**config.mk**
```make
export PLATFORM = sky130hd
export DESIGN_NAME = alu_muldiv
export DESIGN_NICKNAME = d
export VERILOG_FILES = /design/src/rtl/alu_pkg.sv /design/src/rtl/alu_muldiv_step.sv /design/src/rtl/alu_muldiv.sv
export SDC_FILE = /design/constraint.sdc
export NUM_CORES = 1
export LEC_CHECK = 0
export CAP_MARGIN = 20
export CORE_ASPECT_RATIO = 0.75
export CORE_MARGIN = 8
export CORE_UTILIZATION = 60
export CTS_CLUSTER_SIZE = 20
export DETAILED_ROUTE_END_ITERATION = 10
export HOLD_SLACK_MARGIN = 0.06
export PLACE_DENSITY = 0.81
export SETUP_SLACK_MARGIN = 0.2
export SYNTH_ARGS = -nofsm -noshare
export SYNTH_HDL_FRONTEND = slang
export SYNTH_SLANG_ARGS = --single-unit
```
**constraint.sdc**
```tcl
create_clock -name clk -period 15.6 [get_ports clk]
set_input_delay 3.12 -clock clk [delete_from_list [all_inputs] [get_ports clk]]
set_output_delay 3.12 -clock clk [all_outputs]
set_load 0.005 [all_outputs]
```
**src/rtl/alu_pkg.sv**
```systemverilog
// Shared ALU package: M-extension op encoding, multiply/divide state encoding
// and the ALU control codes the decoder uses to route ops to alu_muldiv.
package alu_pkg;

    localparam logic [2:0] OP_MUL    = 3'd0;
    localparam logic [2:0] OP_MULH   = 3'd1;
    localparam logic [2:0] OP_MULHSU = 3'd2;
    localparam logic [2:0] OP_MULHU  = 3'd3;
    localparam logic [2:0] OP_DIV    = 3'd4;
    localparam logic [2:0] OP_DIVU   = 3'd5;
    localparam logic [2:0] OP_REM    = 3'd6;
    localparam logic [2:0] OP_REMU   = 3'd7;

    typedef enum logic [2:0] {
        S_IDLE,
        S_PREP,
        S_CALC,
        S_FIXUP,
        S_DONE
    } muldiv_state_e;

    typedef enum logic [3:0] {
        ALU_ADD,
        ALU_SUB,
        ALU_AND,
        ALU_OR,
        ALU_XOR,
        ALU_SLL,
        ALU_SRL,
        ALU_SRA,
        ALU_SLT,
        ALU_SLTU,
        ALU_MULDIV
    } alu_ctrl_e;

    function automatic logic op_is_div(input logic [2:0] op);
        return op[2];
    endfunction

    function automatic logic op_signed_a(input logic [2:0] op);
        return (op == OP_MULH) || (op == OP_MULHSU) || (op == OP_DIV) || (op == OP_REM);
    endfunction

    function automatic logic op_signed_b(input logic [2:0] op);
        return (op == OP_MULH) || (op == OP_DIV) || (op == OP_REM);
    endfunction

endpackage

```
**src/rtl/alu_muldiv_step.sv**
```systemverilog
// One iteration of the magnitude datapath on the 2W accumulator:
// shift-add for multiply, shift and restoring trial-subtract for divide.
module alu_muldiv_step #(
    parameter int W = 32
) (
    input  logic           is_div,
    input  logic [2*W-1:0] acc,
    input  logic [W-1:0]   operand,
    output logic [2*W-1:0] acc_next
);

    logic [W:0]   sum;
    logic [W:0]   trial;
    logic [2*W:0] shifted;

    // trial[W] set means the shifted remainder was smaller than the divisor
    always_comb begin
        sum      = {1'b0, acc[2*W-1:W]} + (acc[0] ? {1'b0, operand} : '0);
        shifted  = {acc, 1'b0};
        trial    = shifted[2*W:W] - {1'b0, operand};
        acc_next = {sum, acc[W-1:1]};
        if (is_div) begin
            acc_next = shifted[2*W-1:0];
            if (!trial[W]) begin
                acc_next = {trial[W-1:0], shifted[W-1:1], 1'b1};
            end
        end
    end

endmodule

```
**src/rtl/alu_muldiv.sv**
```systemverilog
// Iterative RV32M multiply/divide unit with valid/ready handshakes.
// Optional ALU_MULDIV_EARLY_OUT_EN short-cuts trivial and special-case ops in PREP.
module alu_muldiv
    import alu_pkg::*;
#(
    parameter int W = 32
) (
    input  logic         clk,
    input  logic         rst,
    input  logic         in_valid,
    output logic         in_ready,
    input  logic [2:0]   op,
    input  logic [W-1:0] a,
    input  logic [W-1:0] b,
    output logic         out_valid,
    input  logic         out_ready,
    output logic [W-1:0] result,
    output logic         N_flag,
    output logic         Z_flag
);

    localparam int CW = (W > 1) ? $clog2(W) : 1;
    localparam logic [CW-1:0] CNT_LAST = CW'(W - 1);

    muldiv_state_e  state_q, state_d;
    logic [2:0]     op_q, op_d;
    logic [W-1:0]   a_q, a_d, b_q, b_d;
    logic [W-1:0]   opnd_q, opnd_d;
    logic           sign_a_q, sign_a_d, sign_b_q, sign_b_d;
    logic [2*W-1:0] acc_q, acc_d;
    logic [CW-1:0]  cnt_q, cnt_d;
    logic [W-1:0]   result_q, result_d;
    logic           n_q, n_d, z_q, z_d;

    logic [2*W-1:0] step_acc;
    logic [2*W-1:0] prod;
    logic [W-1:0]   mag_a, mag_b, quo, rem, res_fix;
    logic           sa, sb;

    alu_muldiv_step #(.W(W)) u_step (
        .is_div   (op_is_div(op_q)),
        .acc      (acc_q),
        .operand  (opnd_q),
        .acc_next (step_acc)
    );

`ifdef ALU_MULDIV_EARLY_OUT_EN
    localparam logic [W-1:0] MIN_VAL = {1'b1, {(W-1){1'b0}}};

    logic         early_hit;
    logic [W-1:0] early_val;

    always_comb begin
        early_hit = 1'b0;
        early_val = '0;
        if (op_is_div(op_q)) begin
            if (b_q == '0) begin
                early_hit = 1'b1;
                early_val = ((op_q == OP_DIV) || (op_q == OP_DIVU)) ? '1 : a_q;
            end else if (((op_q == OP_DIV) || (op_q == OP_REM)) && (a_q == MIN_VAL) && (b_q == '1)) begin
                early_hit = 1'b1;
                early_val = (op_q == OP_DIV) ? MIN_VAL : '0;
            end
        end else if ((a_q == '0) || (b_q == '0)) begin
            early_hit = 1'b1;
        end
    end
`endif

    // Divide-by-zero keeps the all-ones quotient even for a negative dividend
    always_comb begin
        sa    = op_signed_a(op_q) && a_q[W-1];
        sb    = op_signed_b(op_q) && b_q[W-1];
        mag_a = sa ? -a_q : a_q;
        mag_b = sb ? -b_q : b_q;
        prod  = (sign_a_q ^ sign_b_q) ? -acc_q : acc_q;
        quo   = acc_q[W-1:0];
        rem   = acc_q[2*W-1:W];
        if (op_is_div(op_q)) begin
            if ((op_q == OP_DIV) || (op_q == OP_DIVU)) begin
                res_fix = ((sign_a_q ^ sign_b_q) && (opnd_q != '0)) ? -quo : quo;
            end else begin
                res_fix = sign_a_q ? -rem : rem;
            end
        end else begin
            res_fix = (op_q == OP_MUL) ? prod[W-1:0] : prod[2*W-1:W];
        end
    end

    always_comb begin
        state_d  = state_q;
        op_d     = op_q;
        a_d      = a_q;
        b_d      = b_q;
        opnd_d   = opnd_q;
        sign_a_d = sign_a_q;
        sign_b_d = sign_b_q;
        acc_d    = acc_q;
        cnt_d    = cnt_q;
        result_d = result_q;
        n_d      = n_q;
        z_d      = z_q;
        case (state_q)
            S_IDLE: begin
                if (in_valid) begin
                    op_d    = op;
                    a_d     = a;
                    b_d     = b;
                    state_d = S_PREP;
                end
            end
            S_PREP: begin
                sign_a_d = sa;
                sign_b_d = sb;
                cnt_d    = CNT_LAST;
                if (op_is_div(op_q)) begin
                    acc_d  = {{W{1'b0}}, mag_a};
                    opnd_d = mag_b;
                end else begin
                    acc_d  = {{W{1'b0}}, mag_b};
                    opnd_d = mag_a;
                end
                state_d = S_CALC;
`ifdef ALU_MULDIV_EARLY_OUT_EN
                if (early_hit) begin
                    result_d = early_val;
                    n_d      = early_val[W-1];
                    z_d      = (early_val == '0);
                    state_d  = S_DONE;
                end
`endif
            end
            S_CALC: begin
                acc_d = step_acc;
                if (cnt_q == '0) begin
                    state_d = S_FIXUP;
                end else begin
                    cnt_d = cnt_q - CW'(1);
                end
            end
            S_FIXUP: begin
                result_d = res_fix;
                n_d      = res_fix[W-1];
                z_d      = (res_fix == '0);
                state_d  = S_DONE;
            end
            S_DONE: begin
                if (out_ready) begin
                    state_d = S_IDLE;
                end
            end
            default: state_d = S_IDLE;
        endcase
    end

    always_ff @(posedge clk or posedge rst) begin
        if (rst) begin
            state_q  <= S_IDLE;
            op_q     <= '0;
            a_q      <= '0;
            b_q      <= '0;
            opnd_q   <= '0;
            sign_a_q <= 1'b0;
            sign_b_q <= 1'b0;
            acc_q    <= '0;
            cnt_q    <= '0;
            result_q <= '0;
            n_q      <= 1'b0;
            z_q      <= 1'b0;
        end else begin
            state_q  <= state_d;
            op_q     <= op_d;
            a_q      <= a_d;
            b_q      <= b_d;
            opnd_q   <= opnd_d;
            sign_a_q <= sign_a_d;
            sign_b_q <= sign_b_d;
            acc_q    <= acc_d;
            cnt_q    <= cnt_d;
            result_q <= result_d;
            n_q      <= n_d;
            z_q      <= z_d;
        end
    end

    assign in_ready  = (state_q == S_IDLE);
    assign out_valid = (state_q == S_DONE);
    assign result    = result_q;
    assign N_flag    = n_q;
    assign Z_flag    = z_q;

endmodule

```
# == Yosys cells after proc, flatten, opt, wreduce, memory -nomap -nowiden ==
# Cells that the tools add are included.
# op_classes
div,0
n_addsub,8
shift,0
mul,0
n_eq_ne,13
magnitude_cmp,0
reduce_logical,18
muxes,20
n_bitwise,1
# ops
op,n
2-to-1 mux 32 bit,10
2-to-1 mux 64 bit,3
negation 32 bit,4
one-hot mux 64 bit (2 select lines),1
negation 64 bit,1
adder 32 x 33 -> 33 bit,1
subtractor 33 x 32 -> 33 bit,1
logical NOT 32 bit,1
nonzero test 32 bit,1
one-hot mux 3 bit (5 select lines),1
equality test 3 bit (second input constant),4
one-hot mux 5 bit (2 select lines),1
equality test 3 x 2 -> 1 bit (second input constant),3
2-to-1 mux 3 bit,3
equality test 3 x 1 -> 1 bit (second input constant),2
logical NOT 3 bit,2
logical OR 1 bit,6
!= test 2 bit (second input constant),3
logical NOT 5 bit,1
2-to-1 mux 5 bit,1
subtractor 5 x 1 -> 5 bit (second input constant),1
AND reduction 2 bit,2
logical AND 1 bit,3
AND reduction 3 bit,1
3 further kinds,3
# totals
rom_bits,0
output_inout_bits,36
latchBits,0
register_bits,207
word_cells,72
inputBits,71
ram_bits,0
mem_count,0

# == Depth between registers and ports, before layout ==
# logic_depth
ltp_word,8
depth_mapped,17
depth_no_buf,14

# == By module ==
# From an unflattened synthesis, not the netlist that was laid out.
# hier_totals
hier_cells,2224
area_unflattened_um2,18033.5
# by_module_without_submodules
mod,n_inst,area_per_inst_um2,seq_area_each_um2,cells_each
alu_muldiv,1,13442.9,5154.9,1561
alu_muldiv_step,1,4590.7,0.0,663

# == Worst setup path after synthesis ==
# OpenSTA, ideal clock, no wires.
# synth_timing
path_type,input to register
from,input port in_valid
to,register a_q[10]
n_path_buf,2
stages,4
setup_time_ns,0.125
path_slack_ns,11.291
required_ns,15.475
arrival_ns,4.184
cell_sequence,and2_1 > clkbuf_1 > clkbuf_1 > mux2_2
# synth_via
elab_chain_cells,1
# synth_rtl
item,line,rtl
"start, declared",alu_muldiv.sv:10,"input logic in_valid,"
AND reduction 2 bit (no source line),--,
"end signal, assigned",alu_muldiv.sv:160,a_q <= '0;
"end signal, assigned",alu_muldiv.sv:173,a_q <= a_d;
"end, declared",alu_muldiv.sv:27,"logic [W-1:0] a_q, a_d, b_q, b_d;"
# No other way between the ends.
# A chain may end at the register's enable or synchronous reset.

# == Final worst setup path ==
# layout_timing
from,register state_q[1]
to,output port out_valid
# layout_via
elab_chain_cells,1
# layout_rtl
item,line,rtl
"start, declared",alu_muldiv.sv:25,"muldiv_state_e state_q, state_d;"
"start signal, assigned",alu_muldiv.sv:171,state_q <= state_d;
equality test 3 bit,alu_muldiv.sv:187,assign out_valid = (state_q == S_DONE);
"end, declared",alu_muldiv.sv:15,"output logic out_valid,"
# No other way between the ends.

==> results <==
- The flow ran to the end, and the final reports show no timing, DRC or antenna violations.
- The most critical setup path has its startpoint at state_q[1].
- The effective utilization at floorplan is 61.28%.
- The detailed placer's ending HPWL is approximately 42 mm.
- The top flip-flop cell by instance count after synthesis is sky130_fd_sc_hd__dfrtp_1.
- The number of global-route vias before repair is about 16000.
- The combined area of all synthesized cells is ~17000 µm².
- The smallest clock period supported by the final layout is computed as about 5000 ps.
- Row generation in the floorplan step produced 53 rows.
- The total power density per cell area is between 200 and 300 nW/µm².
- The distinct cell type count after synthesis is 81.
- The endpoint type of the worst setup path is a primary output.
- The number of hold buffers added after CTS was 0.
- The number of warning messages in the yosys log is 0.
- The count of flip-flops with a built-in enable after synthesis is 0.
- From bottom edge to top edge, the die measures ~160 µm.
- Timing would allow up to 200.9 MHz.
- The number of register bits inferred by synthesis is ~210.
- The startpoint identified for the worst register-to-register timing path is acc_q[0].
- The worst path meets setup with between 10000 and 15000 ps of slack.
- The count of cells in the finished layout, fillers not included, comes to approximately 2500.
- The share of synthesized area in the top cell type comes to between 20% and 30%.
- OpenSTA, run right after detailed placement, puts the worst setup slack at 10250 ps.
- The tree built by TritonCTS fans out to 206 sinks.
- The total length of routed wires is about 57 mm.
- Summed over all cells, the static leakage comes to just over 8 nW.
- The number of hold violations in the final report is 0.
- The proportion of layout cells with a drive suffix above 1 is ~7.7%.
- The cell accounting for the most synthesized area is sky130_fd_sc_hd__dfrtp_1.
- The worst-skew pair later-pin latency is 540 ps.
- The number of gates resized after CTS is 0.
- The type of element launching the critical path is a flop.
- In this run the mean area of a mapped cell was around 8.1 µm².
- The sequential share of the synthesized area is between 20 and 30%.
- The placeable core area is 28120 µm².
- Of all nets on the critical path, the largest fanout is 10.
- During I/O placement, the number of pins put on the boundary was about 110.
- TritonCTS created 24 clock buffers.
- The detail-routed net length per standard cell is approximately 23 µm.
- CTS built an H-tree with a depth of 1.
- In the post-synthesis netlist, the biggest area contributors are sky130_fd_sc_hd__dfrtp_1 30%, sky130_fd_sc_hd__xnor2_1 5.8%, sky130_fd_sc_hd__o21ai_0 5.7%.
- The root cell of the clock tree is sky130_fd_sc_hd__clkbuf_16.
- The via density per instance is 6.694.
- The final period utilization is 31.90%.
- Counting the fill cells in the layout gives 2335.
- Data on the critical path is required at its endpoint by roughly 12000 ps.
- The setup check on the worst reg-to-reg path leaves a slack of 10940 ps.
- The number of antenna violations at the first check in global routing is 1.
- The depth of the worst register-to-register path is 14.
- The number of post-CTS setup repair buffers is 0.
- The final count of pins violating max slew is 0.
- The worst-case IR drop observed on VDD is 0.0001426 V.
- The number of placed instances, taps included, is 2489.
- The fraction of synthesis flops using an asynchronous set or reset pin is between 90% and 100%.
- The die footprint is approximately 34000 µm².
- Max-cap violations in this run came to 0.
- The data arrival at the endpoint of the critical path is between 1500 and 2000 ps.
- From synthesis to final layout, the design area changed by 11.61%.
- The path class of the tightest hold or removal check is reg2reg.
- In this run the horizontal extent of the chip is 211.7 µm.
- The maximum buffer depth of the clock tree is 3.
- The number of nets in the layout is 2274.
- The clock-pin slew on the worst setup and hold paths is around 60 ps.
- TritonCTS built the clock tree.
- The global-route wire length before repair is roughly 90 mm.
- The final weighted congestion in routability-driven placement is 0.9994.
- Setup violations remaining at the end of the flow were counted as 0.
- The worst register-to-register path ends at acc_q[61].
- The global routing usage summed across all routing layers is around a third.
- The routed via count is between 15000 and 20000.
- In this run the worst setup path terminates at out_valid.
- The number of iterations in the first detailed-routing pass is 8.
- Setup repair after global routing left no endpoint under its margin.
- After technology mapping, the gate count stands at ~2100.
- The number of violations reported at the end of detailed-routing iteration 0 is 2115.
- The worst max-slew margin expressed relative to the limit is about 30%.
- At the pin with the least slew margin, the transition time is 1036 ps.
- Port buffering added 106 buffers.
- Entering global routing, the biggest net connects about 140 pins.
- The worst setup path is of the reg2out kind.
- Summed over all layers, the global routing overflow is 0.
- For the final routed database, the setup TNS stands at 0 ps.
- The utilization after layout is roughly 68%.
- The number of antenna diodes in the final layout is 0.
- The number of remaining DRC errors is 0.
- The worst clock skew is 13.50 ps.
- Counting every net in the synthesized netlist gives approximately 2300.
- In this run the remaining antenna-violating nets after routing total 0.
==> power breakdown <==
| part | internal (mW) | leakage (nW) | switching, mW |
|---|---|---|---|
| sequential | 0.780 | 2.54 | 0.412 |
| combinational | 1.34 | 5.14 | 2.00 |
| clock | 0.370 | 0.399 | 0.241 |
==> kinds of logic after synthesis <==
logic type	synth area share, %
AOI/OAI and AO/OA	22.50
DFF	29.92
buffers and inverters	5.185
and+or+nand+nor	18.65
xor gates and xnor gates	10.17
muxes	8.264
adders and majority gates	5.316
==> stage by stage <==
| step | power, mW | cell area, µm² | hold WS (ps) |
|---|---|---|---|
| after detailed placement | 4.400 | 18380 | 463.7 |
| after floorplan | 3.491 | 17230 | 468.8 |
| final | 5.147 | 19230 | 475.6 |
| after global routing | 5.481 | 19230 | 499.2 |
| after CTS | 5.035 | 19220 | 479.4 |
| after global placement | 4.303 | 18380 | 461.5 |
==> Yosys cell counts, drive strengths merged, types with 8 or more instances <==
| library cell | n |
|---|---|
| a31oi | 26 |
| nor4 | 28 |
| xnor2 | 114 |
| buf | 35 |
| mux2i | 68 |
| a221oi | 8 |
| o41ai | 16 |
| o21a | 15 |
| o211ai | 22 |
| a22oi | 24 |
| and2 | 11 |
| a211oi | 14 |
| and3 | 12 |
| nand2b | 17 |
| nand4 | 16 |
| nor2b | 10 |
| nor2 | 183 |
| mux2 | 66 |
| a21o | 29 |
| dfrtp | 206 |
| clkbuf | 121 |
| xor2 | 86 |
| a21oi | 127 |
| nor3 | 55 |
| nand3 | 47 |
| nand2 | 244 |
| or4 | 13 |
| o21ai | 197 |
| or3 | 15 |
| inv | 71 |
| ha | 70 |
| a221o | 8 |
| o221ai | 33 |
| o31ai | 19 |
| o22ai | 10 |
==> per-layer routing <==
metal / share of wire (%) / global-route usage, %
met5: 0.044 / 0
met2: 43 / 49.03
met3: 12 / 9.038
met4: 3.8 / 11.00
met1: 41 / 44.70
==> cell type report <==
cell class / instances / area, µm² / area share, %
multi-input combinational: 1694 / 11200 / 58.26
sequential: 206 / 5159 / 26.83
timing repair buffer: 134 / 1271 / 6.610
clock buffer: 33 / 675.6 / 3.513
tap: 385 / 481.7 / 2.505
inverter: 71 / 274.0 / 1.425
clock inverter: 10 / 165.2 / 0.8588
==> cells in the final DEF (no fill, tap or decap), types with 47 or more instances in the layout <==
| master | count |
|---|---|
| sky130_fd_sc_hd__nand2_1 | 244 |
| sky130_fd_sc_hd__dfrtp_1 | 205 |
| sky130_fd_sc_hd__o21ai_0 | 196 |
| sky130_fd_sc_hd__nor2_1 | 182 |
| sky130_fd_sc_hd__a21oi_1 | 127 |
| sky130_fd_sc_hd__xnor2_1 | 113 |
| sky130_fd_sc_hd__clkdlybuf4s50_1 | 106 |
| sky130_fd_sc_hd__xor2_1 | 86 |
| sky130_fd_sc_hd__ha_1 | 70 |
| sky130_fd_sc_hd__inv_1 | 69 |
| sky130_fd_sc_hd__mux2i_1 | 68 |
| sky130_fd_sc_hd__mux2_2 | 66 |
| sky130_fd_sc_hd__nor3_1 | 53 |
| sky130_fd_sc_hd__nand3_1 | 47 |
==> critical path: stages, from the launching register on <==
cell	delay (ps)
sky130_fd_sc_hd__dfrtp_1	480
sky130_fd_sc_hd__nor3b_1	290
sky130_fd_sc_hd__clkdlybuf4s50_1	550
==> worst min path at each step <==
stage,from,endpoint,slack (ps),depth (start not counted)
6_report,result[25],result[25],480,2
4_1_cts,result[25],result[25],480,2
5_1_grt,result[2],result[2],500,2
3_3_place_gp,result[25],result[25],460,2
3_5_place_dp,result[25],result[25],460,2
2_1_floorplan,cnt_q[0],cnt_q[0],470,1
==> state kept, by name (all words and copies together), names as in the netlist <==
register	flops
acc_q	64
a_q	32
b_q	32
opnd_q	32
result	32
cnt_q	5
op_q	3
state_q	3
Z_flag	1
sign_a_q	1
sign_b_q	1
(Power assumes the default switching activity.)
